--- src/rtl/cpu_types_pkg.sv ---
`default_nettype none
// ============================================================================
//  Module      : cpu_types_pkg
//  Description : Shared types for the cache/memory bus. Defines the RAM
//                handshake state, the bus word, the memory arbiter FSM
//                states, the load value returned on a failed transaction,
//                and a width helper for small saturating counters.
//  Revision    : 1.0  initial release
// ============================================================================
package cpu_types_pkg;

    typedef logic [31:0] word_t;

    // RAM handshake reported by the RAM model.
    typedef enum logic [1:0] {
        FREE   = 2'd0,
        BUSY   = 2'd1,
        ACCESS = 2'd2,
        ERROR  = 2'd3
    } ramstate_t;

    // Memory arbiter FSM.
    typedef enum logic [1:0] {
        IDLE   = 2'd0,
        DSERVE = 2'd1,
        ISERVE = 2'd2
    } arbstate_t;

    // Load value handed back on an error or timeout completion.
    localparam word_t ERROR_WORD = 32'hBAD1BAD1;

    // Bits needed to hold 0..max_val (at least one bit).
    function automatic int unsigned cnt_width(input int unsigned max_val);
        if (max_val < 1) begin
            return 1;
        end
        return $clog2(max_val + 1);
    endfunction

endpackage
`default_nettype wire

--- src/rtl/arb_counter.sv ---
`default_nettype none
// ============================================================================
//  Module      : arb_counter
//  Description : Saturating up-counter with synchronous clear. Counts from 0
//                up to MAX and holds there; o_term is high while the count
//                equals MAX. Clear has priority over increment.
//  Ports       : clk     - clock
//                rst     - synchronous active-high reset (count -> 0)
//                i_clr   - clear the count to 0 at the next edge
//                i_inc   - increment (ignored once MAX is reached)
//                o_term  - count == MAX
//  Revision    : 1.0  initial release
// ============================================================================
module arb_counter
    import cpu_types_pkg::*;
#(
    parameter int unsigned MAX = 4
) (
    input  logic clk,
    input  logic rst,
    input  logic i_clr,
    input  logic i_inc,
    output logic o_term
);

    localparam int unsigned   WIDTH = cnt_width(MAX);
    localparam logic [WIDTH-1:0] C_MAX = WIDTH'(MAX);
    localparam logic [WIDTH-1:0] C_ONE = WIDTH'(1);

    logic [WIDTH-1:0] cnt_q;
    logic [WIDTH-1:0] cnt_d;

    always_comb begin
        cnt_d = cnt_q;
        if (i_clr) begin
            cnt_d = '0;
        end else if (i_inc && (cnt_q != C_MAX)) begin
            cnt_d = cnt_q + C_ONE;
        end
    end

    always_ff @(posedge clk) begin
        if (rst) begin
            cnt_q <= '0;
        end else begin
            cnt_q <= cnt_d;
        end
    end

    assign o_term = (cnt_q == C_MAX);

endmodule
`default_nettype wire

--- src/rtl/mem_arbiter.sv ---
`default_nettype none
// ============================================================================
//  Module      : mem_arbiter
//  Description : Memory-side responder for the cache bus. Arbitrates the
//                instruction and data requesters onto one RAM port, follows
//                the RAM handshake, and returns wait/load to the winner.
//                Data wins by default; after STARVE_MAX consecutive data
//                grants with an instruction request pending, instruction is
//                served next. A serve state that sees no ACCESS within
//                TIMEOUT cycles completes with ERR_WORD and sets err.
//  Ports       : CLK, RST            - clock, synchronous active-high reset
//                iREN, iaddr         - instruction read request / address
//                dREN, dWEN          - data read / write request
//                daddr, dstore       - data address / write value
//                iwait, dwait        - low only in the requester's completion
//                iload, dload        - returned load data (0 while waiting)
//                ramREN, ramWEN      - RAM strobes
//                ramaddr, ramstore   - RAM address / write data
//                ramload, ramstate   - RAM read data / handshake state
//                err                 - sticky error flag
//  Revision    : 1.0  initial release
// ============================================================================
module mem_arbiter
    import cpu_types_pkg::*;
#(
    parameter int unsigned STARVE_MAX = 4,
    parameter int unsigned TIMEOUT    = 64,
    parameter word_t       ERR_WORD   = ERROR_WORD
) (
    input  logic        CLK,
    input  logic        RST,
    input  logic        iREN,
    input  logic [31:0] iaddr,
    input  logic        dREN,
    input  logic        dWEN,
    input  logic [31:0] daddr,
    input  logic [31:0] dstore,
    output logic        iwait,
    output logic        dwait,
    output logic [31:0] iload,
    output logic [31:0] dload,
    output logic        ramREN,
    output logic        ramWEN,
    output logic [31:0] ramaddr,
    output logic [31:0] ramstore,
    input  logic [31:0] ramload,
    input  logic [1:0]  ramstate,
    output logic        err
);

    arbstate_t state_q, state_d;
    logic      op_write_q, op_write_d;
    logic      err_q, err_d;

    ramstate_t w_ram_st;
    logic      w_data_req;
    logic      w_idle;
    logic      w_serving;
    logic      w_grant_d;
    logic      w_grant_i;
    logic      w_abort;
    logic      w_access;
    logic      w_done;
    logic      w_fail_done;
    logic      w_starved;
    logic      w_tmo_term;
    word_t     w_resp;

    assign w_ram_st   = ramstate_t'(ramstate);
    assign w_data_req = dREN | dWEN;
    assign w_idle     = (state_q == IDLE);
    assign w_serving  = (state_q == DSERVE) || (state_q == ISERVE);

    // Data wins unless the instruction side has been passed over
    // STARVE_MAX times in a row while still asking.
    assign w_grant_d = w_idle && w_data_req && (!w_starved || !iREN);
    assign w_grant_i = w_idle && !w_grant_d && iREN;

    // The granted requester withdrew before completion: quietly drop it.
    assign w_abort = ((state_q == DSERVE) && !w_data_req) ||
                     ((state_q == ISERVE) && !iREN);

    // ACCESS is checked first so a real response beats a same-cycle timeout.
    assign w_access    = (w_ram_st == ACCESS);
    assign w_done      = w_serving && !w_abort &&
                         (w_access || (w_ram_st == ERROR) || w_tmo_term);
    assign w_fail_done = w_done && !w_access;
    assign w_resp      = w_access ? ramload : ERR_WORD;

    // Consecutive data grants taken while an instruction request waits.
    arb_counter #(
        .MAX (STARVE_MAX)
    ) u_starve_cnt (
        .clk    (CLK),
        .rst    (RST),
        .i_clr  (w_grant_i || (w_idle && !iREN)),
        .i_inc  (w_grant_d && iREN),
        .o_term (w_starved)
    );

    // Serve-cycle timer. Held at 0 in IDLE so it reads 0 on the first serve
    // cycle; it reaches TIMEOUT-1 on the TIMEOUT-th serve cycle.
    arb_counter #(
        .MAX (TIMEOUT - 1)
    ) u_tmo_cnt (
        .clk    (CLK),
        .rst    (RST),
        .i_clr  (w_idle),
        .i_inc  (w_serving && !w_done && !w_abort),
        .o_term (w_tmo_term)
    );

    // ------------------------------------------------------------------
    // Next-state logic
    // ------------------------------------------------------------------
    always_comb begin
        state_d    = state_q;
        op_write_d = op_write_q;
        err_d      = err_q;
        case (state_q)
            IDLE: begin
                if (w_grant_d) begin
                    state_d    = DSERVE;
                    op_write_d = dWEN;          // write wins over read
                end else if (w_grant_i) begin
                    state_d    = ISERVE;
                end
            end
            DSERVE, ISERVE: begin
                if (w_abort || w_done) begin
                    state_d = IDLE;
                end
            end
            default: begin
                state_d = IDLE;
            end
        endcase
        if (w_fail_done) begin
            err_d = 1'b1;
        end
    end

    always_ff @(posedge CLK) begin
        if (RST) begin
            state_q    <= IDLE;
            op_write_q <= 1'b0;
            err_q      <= 1'b0;
        end else begin
            state_q    <= state_d;
            op_write_q <= op_write_d;
            err_q      <= err_d;
        end
    end

    // ------------------------------------------------------------------
    // Output mux: RAM side follows the registered state, the wait/load
    // side also reacts to this cycle's ramstate.
    // ------------------------------------------------------------------
    always_comb begin
        iwait    = 1'b1;
        dwait    = 1'b1;
        iload    = '0;
        dload    = '0;
        ramREN   = 1'b0;
        ramWEN   = 1'b0;
        ramaddr  = '0;
        ramstore = '0;
        case (state_q)
            DSERVE: begin
                ramaddr  = daddr;
                ramstore = dstore;
                ramWEN   = op_write_q;
                ramREN   = ~op_write_q;
                if (w_done) begin
                    dwait = 1'b0;
                    dload = w_resp;
                end
            end
            ISERVE: begin
                ramaddr = iaddr;
                ramREN  = 1'b1;
                if (w_done) begin
                    iwait = 1'b0;
                    iload = w_resp;
                end
            end
            default: begin
            end
        endcase
    end

    assign err = err_q;

endmodule
`default_nettype wire

--- config.mk ---
export PLATFORM = sky130hd
export DESIGN_NAME = mem_arbiter
export DESIGN_NICKNAME = d
export VERILOG_FILES = /design/src/rtl/cpu_types_pkg.sv /design/src/rtl/arb_counter.sv /design/src/rtl/mem_arbiter.sv
export SDC_FILE = /design/constraint.sdc
export NUM_CORES = 1
export LEC_CHECK = 0
export ABC_AREA = 1
export CORE_ASPECT_RATIO = 0.7
export CORE_MARGIN = 10
export CORE_UTILIZATION = 27
export DETAILED_ROUTE_END_ITERATION = 10
export GPL_TIMING_DRIVEN = 0
export PLACE_DENSITY = 0.95
export SYNTH_ARGS = -nofsm -noshare
export SYNTH_HDL_FRONTEND = slang
export SYNTH_SLANG_ARGS = --single-unit
--- constraint.sdc ---
create_clock -name CLK -period 3.3 [get_ports CLK]
set_input_delay 0.99 -clock CLK [delete_from_list [all_inputs] [get_ports CLK]]
set_output_delay 0.99 -clock CLK [all_outputs]
set_load 0.02 [all_outputs]
Word level (Yosys, flattened, before mapping)
Cells that the tools add are included.
{ "totals": {"ff_bits": 13, "inputBits": 135, "out_inout_bits": 133} }
{ "classes": {"n_reduce_logical": 35, "addsub": 2, "n_bitwise": 2, "mux": 15, "n_eq_ne": 10} }
{ "op_table": {"columns": ["op", "n"], "rows": [
  ["$mux 32", 5],
  ["$pmux 32 s2", 1],
  ["$logic_and 1x1->1", 15],
  ["$logic_not 1->1", 7],
  ["$logic_or 1x1->1", 7],
  ["$add 6x1->6 const B", 1],
  ["$eq 2x2->1 const B", 3],
  ["$eq 6x6->1 const B", 1],
  ["$mux 2", 3],
  ["$ne 6x6->1 const B", 1],
  ["$reduce_or 2->1", 3],
  ["$mux 1", 4],
  ["$pmux 2 s2", 1],
  ["$reduce_and 2->1", 2],
  ["$add 3x1->3 const B", 1],
  ["$eq 3x3->1 const B", 1],
  ["$ne 3x1->1 const B", 1],
  ["$ne 3x3->1 const B", 1],
  ["$eq 2x1->1 const B", 1],
  ["$logic_not 2->1", 1],
  ["$ne 2x2->1 const B", 1],
  ["$pmux 1 s2", 1],
  ["$not 1->1", 1],
  ["$or 1x1->1", 1]
]} }

Longest topological paths before layout
Gate-level depths: netlist of the first run.
{ "depth": {"ltp_word": 11, "ltp_mapped": 11} }

Hierarchy
A second synthesis of the first run with hierarchy kept.
{ "hier_totals": {"hier_cells": 412, "hier_area_um2": 2298.5} }
{ "modules_own_cells": {"columns": ["mod", "n_inst", "area_each_um2", "cells_each"], "rows": [
  ["mem_arbiter", 1, 1784.2, 336],
  ["arb_counter at u_tmo_cnt", 1, 339.1, 49],
  ["arb_counter at u_starve_cnt", 1, 175.2, 27]
]} }

Worst setup path before layout of the first run
OpenSTA, ideal clock, no wires.
{ "synth_timing": {"kind": "in2out", "from": "input iREN", "to": "output dload[22]", "cell_stages": 7, "arrival_ns": 1.926, "slack_ns": 0.384, "t_required_ns": 2.310, "path_buffers": 1, "cell_sequence": "inv_1 > nand2_1 > nand3_2 > nor2_4 > nand2_4 > buf_6 > nor2_1"} }
{ "synth_between": {"elab_chain_cells": 8} }
{ "synth_lines": {"columns": ["element", "line_no", "rtl"], "rows": [
  ["start, declared", "mem_arbiter.sv:32", "input logic iREN,"],
  ["$logic_not 1->1", "mem_arbiter.sv:81", "((state_q == ISERVE) && !iREN);"],
  ["$logic_and 1x1->1", "mem_arbiter.sv:81", null],
  ["$logic_or 1x1->1", "mem_arbiter.sv:80", "assign w_abort = ((state_q == DSERVE) && !w_data_req) ||"],
  ["$logic_not 1->1", "mem_arbiter.sv:85", "assign w_done = w_serving && !w_abort &&"],
  ["$logic_and 1x1->1 (2 in series)", "mem_arbiter.sv:85", null],
  ["$mux 32", "mem_arbiter.sv:174", "if (w_done) begin"],
  ["$mux 32", "mem_arbiter.sv:168", "case (state_q)"],
  ["end, declared", "mem_arbiter.sv:41", "output logic [31:0] dload,"]
]} }
Every way passes these cells.

Final worst setup path of the first run
{ "layout_timing": {"from": "input ramstate[0]", "to": "output iload[8]"} }
{ "layout_between": {"elab_chain_cells": 6} }
{ "layout_lines": {"columns": ["element", "line_no", "rtl"], "rows": [
  ["start, declared", "mem_arbiter.sv:47", "input logic [1:0] ramstate,"],
  ["$eq 2x2->1, on equally long branches", "mem_arbiter.sv:84, mem_arbiter.sv:86", null],
  ["$logic_or 1x1->1 (2 in series)", "mem_arbiter.sv:86", "(w_access || (w_ram_st == ERROR) || w_tmo_term);"],
  ["$logic_and 1x1->1", "mem_arbiter.sv:85", null],
  ["$mux 32 (*)", "mem_arbiter.sv:182", "if (w_done) begin"],
  ["$mux 32 (*)", "mem_arbiter.sv:168", null],
  ["end, declared", "mem_arbiter.sv:40", "output logic [31:0] iload,"]
]} }
Mark *: on every way between the ends. The rest lies on a longest branch, timed or not.

==> results.md, run 1 <==
- Non-filler cells, final: slightly below 800
- Clk root buf: clkbuf_8
- First-pass GRT wire length: slightly above 20 mm
- Worst-case clock buffer depth: 2
- Post-synth cell types: 20
- Period utilisation layout: 97.4%
- Detail Route Antenna Nets: 0
- Area of the multi-input gates: around 1500 um^2
- Slowest stage delay, CP: roughly 440 ps
- Critical Path Sink Type: output port
- Chip height: just over 90 um
- Overall Power: ~0.0028 W
- CTS Sinks: 13
- Synthesized area: ~2000 um^2
- Max VDD drop: between 0.3 and 0.4 mV
- IO buf count: around 270
- Syn_nets: between 500 and 600
- Synthesized flop and latch total: 13
- Adder-cell share of the synthesized area: under 10%
- Simple-gate share of the synthesized area: between 50% and 60%
- Via count of the first global-routing pass: 3694
- Max frequency: around 0.31 GHz
- Routed WL per cell: 17.9 um
- DR vias: about 3500
- Area contributors post-synth: nand2_1 27%, nor2_1 17%, dfxtp_1 13%
- Gr usage total: between 20% and 30%
- Cells along the critical path: clkdlybuf4s50_1 -> nor2_4 -> clkbuf_4 -> nand2_1 -> nor2_1 -> buf_2
- Pwr dens: ~560 nW/um^2
- Number of flops mapped to enable cells by yosys: 0
- Starting density of the core: between 20 and 30%
- Worst-margin pin slew: between 400 and 500 ps
- Avg Inst Size Synth: roughly 5 um^2
- Slew Limit Fails: 0
- Register area: between 200 and 300 um^2
- Final setup margin: approximately 87 ps
- CP Max Fanout: 10
- Clock latency on the worst-skew pair: 240 ps
- Slew headroom: between 60 and 70%
- Post-synth top cells: 144 x nand2_1, 87 x nor2_1, 52 x inv_1
- H-tree Lvls: 1
- Fraction of registers with async set/reset: 0%
- DP HPWL: 11.9 mm
- Busiest grt layer: met2
- CP arrival: between 2000 and 2500 ps
- CTS tree: built
- Setup slack at placement: -762 ps
- RSZ-0062 raised after global routing: no
- Pre-Repair DR Iteration Count: 5
- Pleak: around 2.9 nW
- Initial antenna violation count: 0
- Final wirelength: approximately 14 mm
- Met1 global-route usage: between 20% and 30%
- Placed Cells: between 700 and 800
- Post-synth top area cell: nand2_1
- GRT met2 Usage: approximately 44%
- CP Data Required Time: between 2000 and 2500 ps
- Mapped Cells: around 400
- Max-cap violations: 0
- Die extent in x: roughly 120 um
- Diode count: 0
- Nets: between 800 and 900
- Setup Crit Path Kind: input pin to output port
- DRT iter0 DRCs: around 170
- Hold Fails Final Rpt: 0
- Fin crit period: about 3200 ps
- Largest family of logic cells by synthesized area: simple AND/OR/NAND/NOR gates
- Num ports: 268
- XOR/XNOR share of the synthesized area: ~1.8%
- Final setup violating endpoints: 0
- Status: completed
- Fill count: a little under 600
- Synth warn: 0
- Worst Hold Class: flop to flop
- Most common cell in the netlist: nand2_1
- Sequential share of the synthesized area: 13.2%
- Largest net degree at the start of global routing: 11
- Most used flip-flop cell after synthesis: dfxtp_1
- CTS buffer count: 3
- Clk slew on worst S/H paths: 60 ps
- CP Launch Type: input pin
- Vias per cell: 4.50
- Synth Area in Compound Gates: about an eighth
- Hold Slack: between 400 and 500 ps
- Multiplexer area fraction after synthesis: 0%
- RD Place Congestion: about 0.90
- Cts hold-fix bufs: 0
- Layout cell share with drive strength beyond 1: between 20 and 25%
- CP max stage cell: clkdlybuf4s50_1
- Die area: 11200 um^2
- Core Rows: 25
- Total congestion overflow: 0
- Layout area overhead: 152%
- Residual DRC: 0
- Total core area: between 6000 and 7000 um^2
- GR Layer Usage met3: under 10%
- Share of the synthesized area in the top cell type: between 20% and 30%
- Skew final: ~7.8 ps
==> where the power goes <==
group          total (W)  internal (W)  leakage [nW]  switching (W)
clock           0.000140     0.0000851        0.0228      0.0000549
sequential      0.000213      0.000187         0.106      0.0000255
combinational    0.00242       0.00100          2.80        0.00142
total            0.00278       0.00127          2.93        0.00150
==> sequential cells by signal, summed over array words and instances (netlist names) <==
| signal | count |
|---|---|
| err | 1 |
| op_write_q | 1 |
| u_tmo_cnt.cnt_q | 6 |
| u_starve_cnt.cnt_q | 3 |
| state_q | 2 |
==> cell usage in the layout, fill, tap and decap left out <==
master,count
a21oi_1,40
ha_1,5
clkdlybuf4s15_2,4
buf_2,28
nand3_4,1
inv_2,1
o21ai_0,7
xnor2_1,3
nor2_4,5
nor2_2,19
inv_4,1
ha_4,1
dfxtp_1,13
buf_16,2
buf_1,1
nand2_2,3
clkbuf_8,3
nand2_1,141
clkbuf_4,3
nand3_1,3
buf_8,2
inv_1,51
dlygate4sd2_1,13
dlymetal6s2s_1,30
xor2_1,1
clkbuf_1,3
o21ai_1,1
buf_4,51
clkbuf_2,3
nor2_1,78
buf_6,11
nand3_2,1
nand2_8,2
clkdlybuf4s50_1,158
==> metrics by stage <==
stage,cell area (um^2),util [%],TNS [ps]
5_1_grt,4980,71.7,0
6_report,4980,71.7,0
2_1_floorplan,1980,-,0
3_3_place_gp,4770,68.6,-41690
4_1_cts,4860,70.0,-20.9
3_5_place_dp,4770,68.6,-42320
==> critical path, delay by kind of cell <==
family / cells / cell delay (ps)
buffers and inverters: 3 / 860
AND/OR/NAND/NOR: 3 / 380
==> logic make-up after synthesis <==
group / after synthesis
and+or+nand+nor: 253
buffers and inverters: 75
AOI/OAI and AO/OA: 48
DFF: 13
adders and majority gates: 6
xor gates and xnor gates: 4
==> metal layers <==
metal	vias to the layer above	share of wire [%]
li1	1764	-
met2	175	53
met1	1562	34
met5	-	0
met4	0	2.2
met3	22	11
==> final cells by class <==
cell class | count | area share, %
tap | 94 | 2.36
multi-input combinational | 311 | 29.3
buffer | 22 | 3.44
clock buffer | 4 | 0.904
inverter | 53 | 4.04
timing repair buffer | 286 | 54.7
sequential | 13 | 5.22
==> worst paths after layout <==
check / from / end / slack, ps / cells past startpoint
max: ramstate[0] / iload[8] / 90 / 6
max reg2reg: state_q[1]$_SDFFE_PP0P_ / state_q[1]$_SDFFE_PP0P_ / 600 / 20
min reg2reg: err$_SDFFE_PP0P_ / err$_SDFFE_PP0P_ / 450 / 2
min: err$_SDFFE_PP0P_ / err$_SDFFE_PP0P_ / 450 / 2
==> timing repair <==
item / CTS / global route
pin swaps: 3 / 1
resized for setup: 332 / 58
setup buffers: 15 / 1
endpoints found under the setup margin: 83 / 92
gates cloned: 3 / 0
hold endpoints to repair: 0 / 0
No activity file was read; power rests on OpenSTA's default activity.
==> inputs of run 2 (changes only) <==
- CAP_MARGIN: default -> 10
==> results of run 2 <==
Final layout, timing and power as in run 1 (identical DEF).
==> inputs of run 3 (changes only) <==
- ABC_AREA: 1 -> default
- SETUP_SLACK_MARGIN: default -> 0.05
==> results.md, run 3 <==
- WP depth: 8 (+2)
- Worst-margin pin slew: 631 ps (+146 ps)
- Worst r2r src: state_q[1]$_SDFFE_PP0P_
- DRT iter0 DRCs: 354 (+100%)
- Placed Cells: 670 (-12%)
- Sequential share of the synthesized area: 13.5% (+0.33 points)
- Critical Path Sink Type: output port
- DR vias: 3616 (+2.6%)
- Detail Route Antenna Nets: 0 (unchanged)
- Final setup margin: -46.2 ps (-133 ps)
- Via count of the first global-routing pass: 3337 (-9.7%)
- Post-synth cell types: 35 (+75%)
- Gr usage total: 24.4% (+1.7 points)
- CP Launch Type: input pin
- CTS buffer count: 3 (unchanged)
- Skew final: 6.41 ps (-1.43 ps)
- IO buf count: 266 (-0.37%)
- Most flop-heavy register: u_tmo_cnt.cnt_q
- CTS Sinks: 13 (unchanged)
- H-tree Lvls: 1 (unchanged)
- Die extent in x: 121 um (-1.0%)
- RSZ-0062 raised after global routing: yes
- Most used flip-flop cell after synthesis: dfxtp_1
- Layout cell share with drive strength beyond 1: 29.6% (+9.1 points)
- Routed WL per cell: 23.9 um (+33%)
- R2R depth: 9 (-55%)
- Pre-Repair DR Iteration Count: 5 (unchanged)
- Post-synth top cells: 93 x nor2_1, 33 x and2_1, 33 x nor2b_1
- RD Place Congestion: 0.914 (+1.5%)
- Area contributors post-synth: nor2_1 18%, dfxtp_1 14%, a22oi_1 12%
- Clk slew on worst S/H paths: 60 ps (about the same)
- Period utilisation layout: 101% (+4.0 points)
- Hold Fails Final Rpt: 0 (unchanged)
- Total congestion overflow: 0 (unchanged)
- Worst-case clock buffer depth: 2 (unchanged)
- Final setup violating endpoints: 32 (+32)
- Residual DRC: 0 (unchanged)
- Avg Inst Size Synth: 6.22 um^2 (+26%)
- Diode count: 0 (unchanged)
- Overall Power: 0.00123 W (-56%)
- First-pass GRT wire length: 21.3 mm (+3.9%)
- Synthesized flop and latch total: 13 (unchanged)
- Initial antenna violation count: 0 (unchanged)
- Share of the synthesized area in the top cell type: 18.1% (-9.2 points)
- Clock power share: 12.7% (+7.7 points)
- Worst setup startpoint: dWEN
- Most frequent cells in the layout: 150 x clkdlybuf4s50_1, 56 x buf_6, 37 x nor2_1, 36 x nor2_4
- Core Rows: 25 (unchanged)
- Clock latency on the worst-skew pair: 260 ps (+20 ps)
- Max frequency: 0.299 GHz (-4.0%)
- Nets: 740 (-11%)
- Chip height: 90.7 um (-0.97%)
- CP Data Required Time: 2310 ps (about the same)
- Mapped Cells: 310 (-22%)
- Power share of the sequential group: 13.9% (+6.2 points)
- Slew Limit Fails: 0 (unchanged)
- Cts hold-fix bufs: 0 (unchanged)
- Sw frac: 43.5% (-11 points)
- Vias per cell: 5.23 (+16%)
- Most common cell after layout, fill and taps aside: clkdlybuf4s50_1
- Synth warn: 0 (unchanged)
- Clk root buf: clkbuf_8
- Cells along the critical path: buf_8 -> or3b_4 -> and3_4 -> buf_8 -> nand3b_1 -> buf_6 -> nor2_2 -> buf_6
- CP max stage cell: or3b_4
- CTS tree: built
- Number of flops mapped to enable cells by yosys: 0 (unchanged)
- Internal: 0.000697 W (-45%)
- Hold Slack: 509 ps (+63.4 ps)
- Worst Hold Class: flop to flop
- Final wirelength: 16.5 mm (+18%)
- Syn_nets: 451 (-16%)
- Post-synth top area cell: nor2_1
- Total core area: 6850 um^2 (-1.4%)
- Slew headroom: 57.8% (-9.9 points)
- Largest register FFs: 6 (unchanged)
- Hold Path Depth: 2 (unchanged)
- Slowest stage delay, CP: 390 ps (-50 ps)
- Status: finished, violations left
- CP arrival: 2360 ps (+140 ps)
- Fraction of registers with async set/reset: 0% (unchanged)
- Max-cap violations: 0 (unchanged)
- Setup Crit Path Kind: input pin to output port
- Pwr dens: 227 nW/um^2 (-59%)
- Pleak: 2.59 nW (-12%)
- Die area: 11000 um^2 (-2.0%)
- Min-delay src: state_q[0]$_SDFFE_PP0P_
- Sw Pwr: 0.000537 W (-64%)
- Logic pwr share: 73.4% (-14 points)
- Largest net degree at the start of global routing: 13 (+2)
- Non-filler cells, final: 692 (-12%)
- CP delay by family, top: simple AND/OR/NAND/NOR gates
- Layout area overhead: 182%
- Most common cell in the netlist: nor2_1
- Starting density of the core: 28.1% (-0.32 points)
- Fin crit period: 3350 ps (+133 ps)
- Buf/Inv on CP: 4 (+1)
- Num ports: 268 (unchanged)
- Synthesized area: 1930 um^2 (-2.5%)
- DP HPWL: 11.6 mm (-2.4%)
- Max VDD drop: 0.140 mV (-65%)
- Largest registers: u_tmo_cnt.cnt_q x6, u_starve_cnt.cnt_q x3, state_q x2
- CP Max Fanout: 7 (-3)
- Failing checks: negative setup slack
## run 3: stage by stage
stage	utilization, %	setup slack [ps]	TNS [ps]	cell area, um^2
finish	79.3	-46.2	-903	5430
global route	79.3	-103	-2530	5430
CTS	71.5	-64.6	-848	4890
detailed placement	68.7	-940	-55000	4710
global placement	68.7	-883	-52590	4710
floorplan	-	135	0	1930
## run 3: final timing paths
path                             endpoint  slack [ps]
setup reg to reg  state_q[1]$_SDFFE_PP0P_        1020
setup / recovery                dload[26]         -50
hold reg to reg   state_q[0]$_SDFFE_PP0P_         510
hold / removal    state_q[0]$_SDFFE_PP0P_         510
## run 3: final cells by class
type	instances	area [um^2]
Timing Repair Buffer	284	2900
Multi-Input combinational cell	266	1900
Clock buffer	4	45.0
Inverter	6	22.5
Sequential cell	13	260
Tap cell	94	118
Fill cell	428	1420
Buffer	25	190
## run 3: logic make-up after synthesis
| logic type | count (synthesis) | share of synthesized area, % |
|---|---|---|
| AOI/OAI and AO/OA | 55 | 21.4 |
| muxes | 4 | 2.14 |
| DFF | 13 | 13.5 |
| and+or+nand+nor | 199 | 50.9 |
| adders and majority gates | 6 | 3.90 |
| buffers and inverters | 33 | 8.18 |
## run 3: worst min-delay path, delay by kind of cell, from the launching register on
family	cells	cell delay [ps]
flip-flops	1	330
AND/OR/NAND/NOR	1	80
multiplexers	1	60
## run 3: metal layers
layer	part of all wire (%)	global-route usage [%]	vias up	wire, um
met5	0	0	-	0
met3	6.1	5.81	59	1010
met4	3.9	5.61	0	639
met1	36	26.9	1728	6000
met2	54	45.3	202	8890
li1	-	-	1627	-
## run 3: timing repair
| action | CTS | global route |
|---|---|---|
| gates resized for setup | 398 | 173 |
| buffers inserted | 6 | 9 |
| pin swaps | 7 | 18 |
| gates cloned | 6 | 0 |
| setup endpoints to repair | 129 | 106 |
## run 3: power groups by stage
stage | Combinational, W | Clock (W) | Sequential [W]
after floorplan | 0.000385 | 0 | 0.000175
after global placement | 0.000785 | 0 | 0.000174
after detailed placement | 0.000801 | 0 | 0.000175
after CTS | 0.000830 | 0.000150 | 0.000171
after global routing | 0.000951 | 0.000159 | 0.000172
final | 0.000905 | 0.000157 | 0.000172
==> variant (config.mk and constraints of run 3) <==
Reset style: asynchronous (`RST` and `rst`), changed in 2 clocked blocks. Comments in the files are not updated.
--- a/src/rtl/arb_counter.sv
+++ b/src/rtl/arb_counter.sv
@@ -39,7 +39,7 @@
         end
     end
 
-    always_ff @(posedge clk) begin
+    always_ff @(posedge clk or posedge rst) begin
         if (rst) begin
             cnt_q <= '0;
         end else begin
--- a/src/rtl/mem_arbiter.sv
+++ b/src/rtl/mem_arbiter.sv
@@ -140,7 +140,7 @@
         end
     end
 
-    always_ff @(posedge CLK) begin
+    always_ff @(posedge CLK or posedge RST) begin
         if (RST) begin
             state_q    <= IDLE;
             op_write_q <= 1'b0;
Formal check against the unedited RTL: differs if RST is asserted again (counterexample within 4 cycles, from zero or initial values and one cycle with RST high); with RST held inactive, the same outputs for 10 cycles.
==> variant against run 3 <==
- the flow still finishes with violations (setup timing)
- synthesized area is 0.45% lower
- non-clock buffer count is 2 lower
- clock skew is 3.7 ps lower
- worst setup slack worse by 20 ps
- sequential cell count stayed put
- final area is 3.1% lower
- wire length is 13% lower
- via count is 8.2% lower
Power is not compared: it rests on default switching activity, and its combinational part moved more than twofold at a synthesized area within 25%.
==> variant: results <==
[timing]
slew_headroom_pct = 65.98
worst_slack_ps = -66.53
finalSetupViolCount = 26
skew_ps = 2.706
fin_tns_setup_ps = -1067

[worst_hold_path]
min_path_cells = 1
hold_end = "err$_DFFE_PP0P_"

[placement]
hpwl_mm = 11.53
dp.cells = 657
place_area_um2 = 4698
gp_congestion = 0.8692

[logic_synthesis]
synthArstFlopShare_pct = 100.0
syn_avg_cell_area_um2 = 6.458
synth_compound_gate_area_share_pct = 20.03
synthAdderAreaFrac_pct = 3.914
synth_seq_area_share_pct = 16.96
synth_top_cells_by_count = "84 x nor2_1, 35 x nor2b_1, 33 x and2_1"

[run_status]
violations = "setup timing"
outcome = "finished, violations left"

[setup_path]
reg2reg_from = "state_q[1]$_DFFE_PP0P_"
reg2regPathDepth = 10
critPathArrivalTime_ps = 2380
crit_family = "simple AND/OR/NAND/NOR gates"
reg2reg_to = "state_q[0]$_DFFE_PP0P_"

[finish]
layoutNonFillerInstCount = 676
num-fill-cells = 466
drive_above_1_share_pct = 29.55
nNetsFinal = 724

[grt]
grt_use_total_pct = 23.04
grt_max_degree = 14
grt_pass1_wl_mm = 20.17

[routing]
vias_per_cell = 4.913
wl_per_cell_um = 21.17
variant: changes by cell type after synthesis, sizes merged, moves of 2 or more:
cell,run 3,this run
nor2b,33,35
buf,7,10
nand2b,4,2
dfxtp,13,0
nor2,93,84
mux2,1,4
clkbuf,20,16
dfrtp,0,13
mux2i,3,1
a31oi,5,2
variant: cell type report:
cell class                      count  area share [%]
Sequential cell                    13           6.180
Timing Repair Buffer              283           54.84
Clock buffer                        4          0.8557
Tap cell                           94           2.234
Inverter                            7          0.4992
Multi-Input combinational cell    251           32.33
Buffer                             24           3.066
variant: per-stage QoR:
stage	hold slack [ps]	power, mW	util [%]
floorplan	484.9	1.544	-
global placement	457.8	2.615	68.90
detailed placement	465.2	2.688	68.90
CTS	477.7	2.805	70.62
global route	503.3	3.147	77.19
finish	474.4	2.960	77.19
variant: power breakdown:
group          total, mW  internal (mW)  switching [mW]
clock network      0.140         0.0851          0.0550
registers          0.231          0.199          0.0324
logic               2.59           1.17            1.42
variant: worst reg2reg max path: stages, from the launching register on:
cell and delay [ps]:
dfrtp_1 390, inv_1 80, ha_1 130, buf_2 150
or3b_4 390, and3_4 180, buf_6 130, buf_4 130
buf_4 140, a32oi_2 200, mux2_1 340
variant: cell families (layout without fill, tap and decap cells):
kind of cell / Yosys count / after routing
buffers and inverters: 33 / 318
adder cells (fa/ha/maj): 6 / 6
AND/OR/NAND/NOR: 187 / 187
flip-flops: 13 / 13
multiplexers: 5 / 5
AO/OA/AOI/OAI: 53 / 53
variant: what timing repair did:
action,CTS,global route
endpoints found under the setup margin,129,97
pin swaps,14,6
cloned,3,2
setup buffers,11,1
gates resized for setup,416,146
variant: metal layers:
metal  vias up  track usage (%)  share of wire, %
met4         0            3.707               1.6
met3        22            8.682               9.8
li1       1564                -                 -
met5         -                0                 0
met1      1531            21.62                34
met2       204            46.23                54
variant: worst max path at each step:
stage | from | end | slack, ps | cells after the start
final | dREN | dload[10] | -70 | 9
after global placement | ramstate[0] | dload[13] | -910 | 7
after global routing | dREN | iload[24] | -90 | 8
after floorplan | ramstate[1] | dload[13] | 140 | 6
after CTS | dREN | dload[8] | -60 | 9
after detailed placement | ramstate[0] | dload[13] | -980 | 7
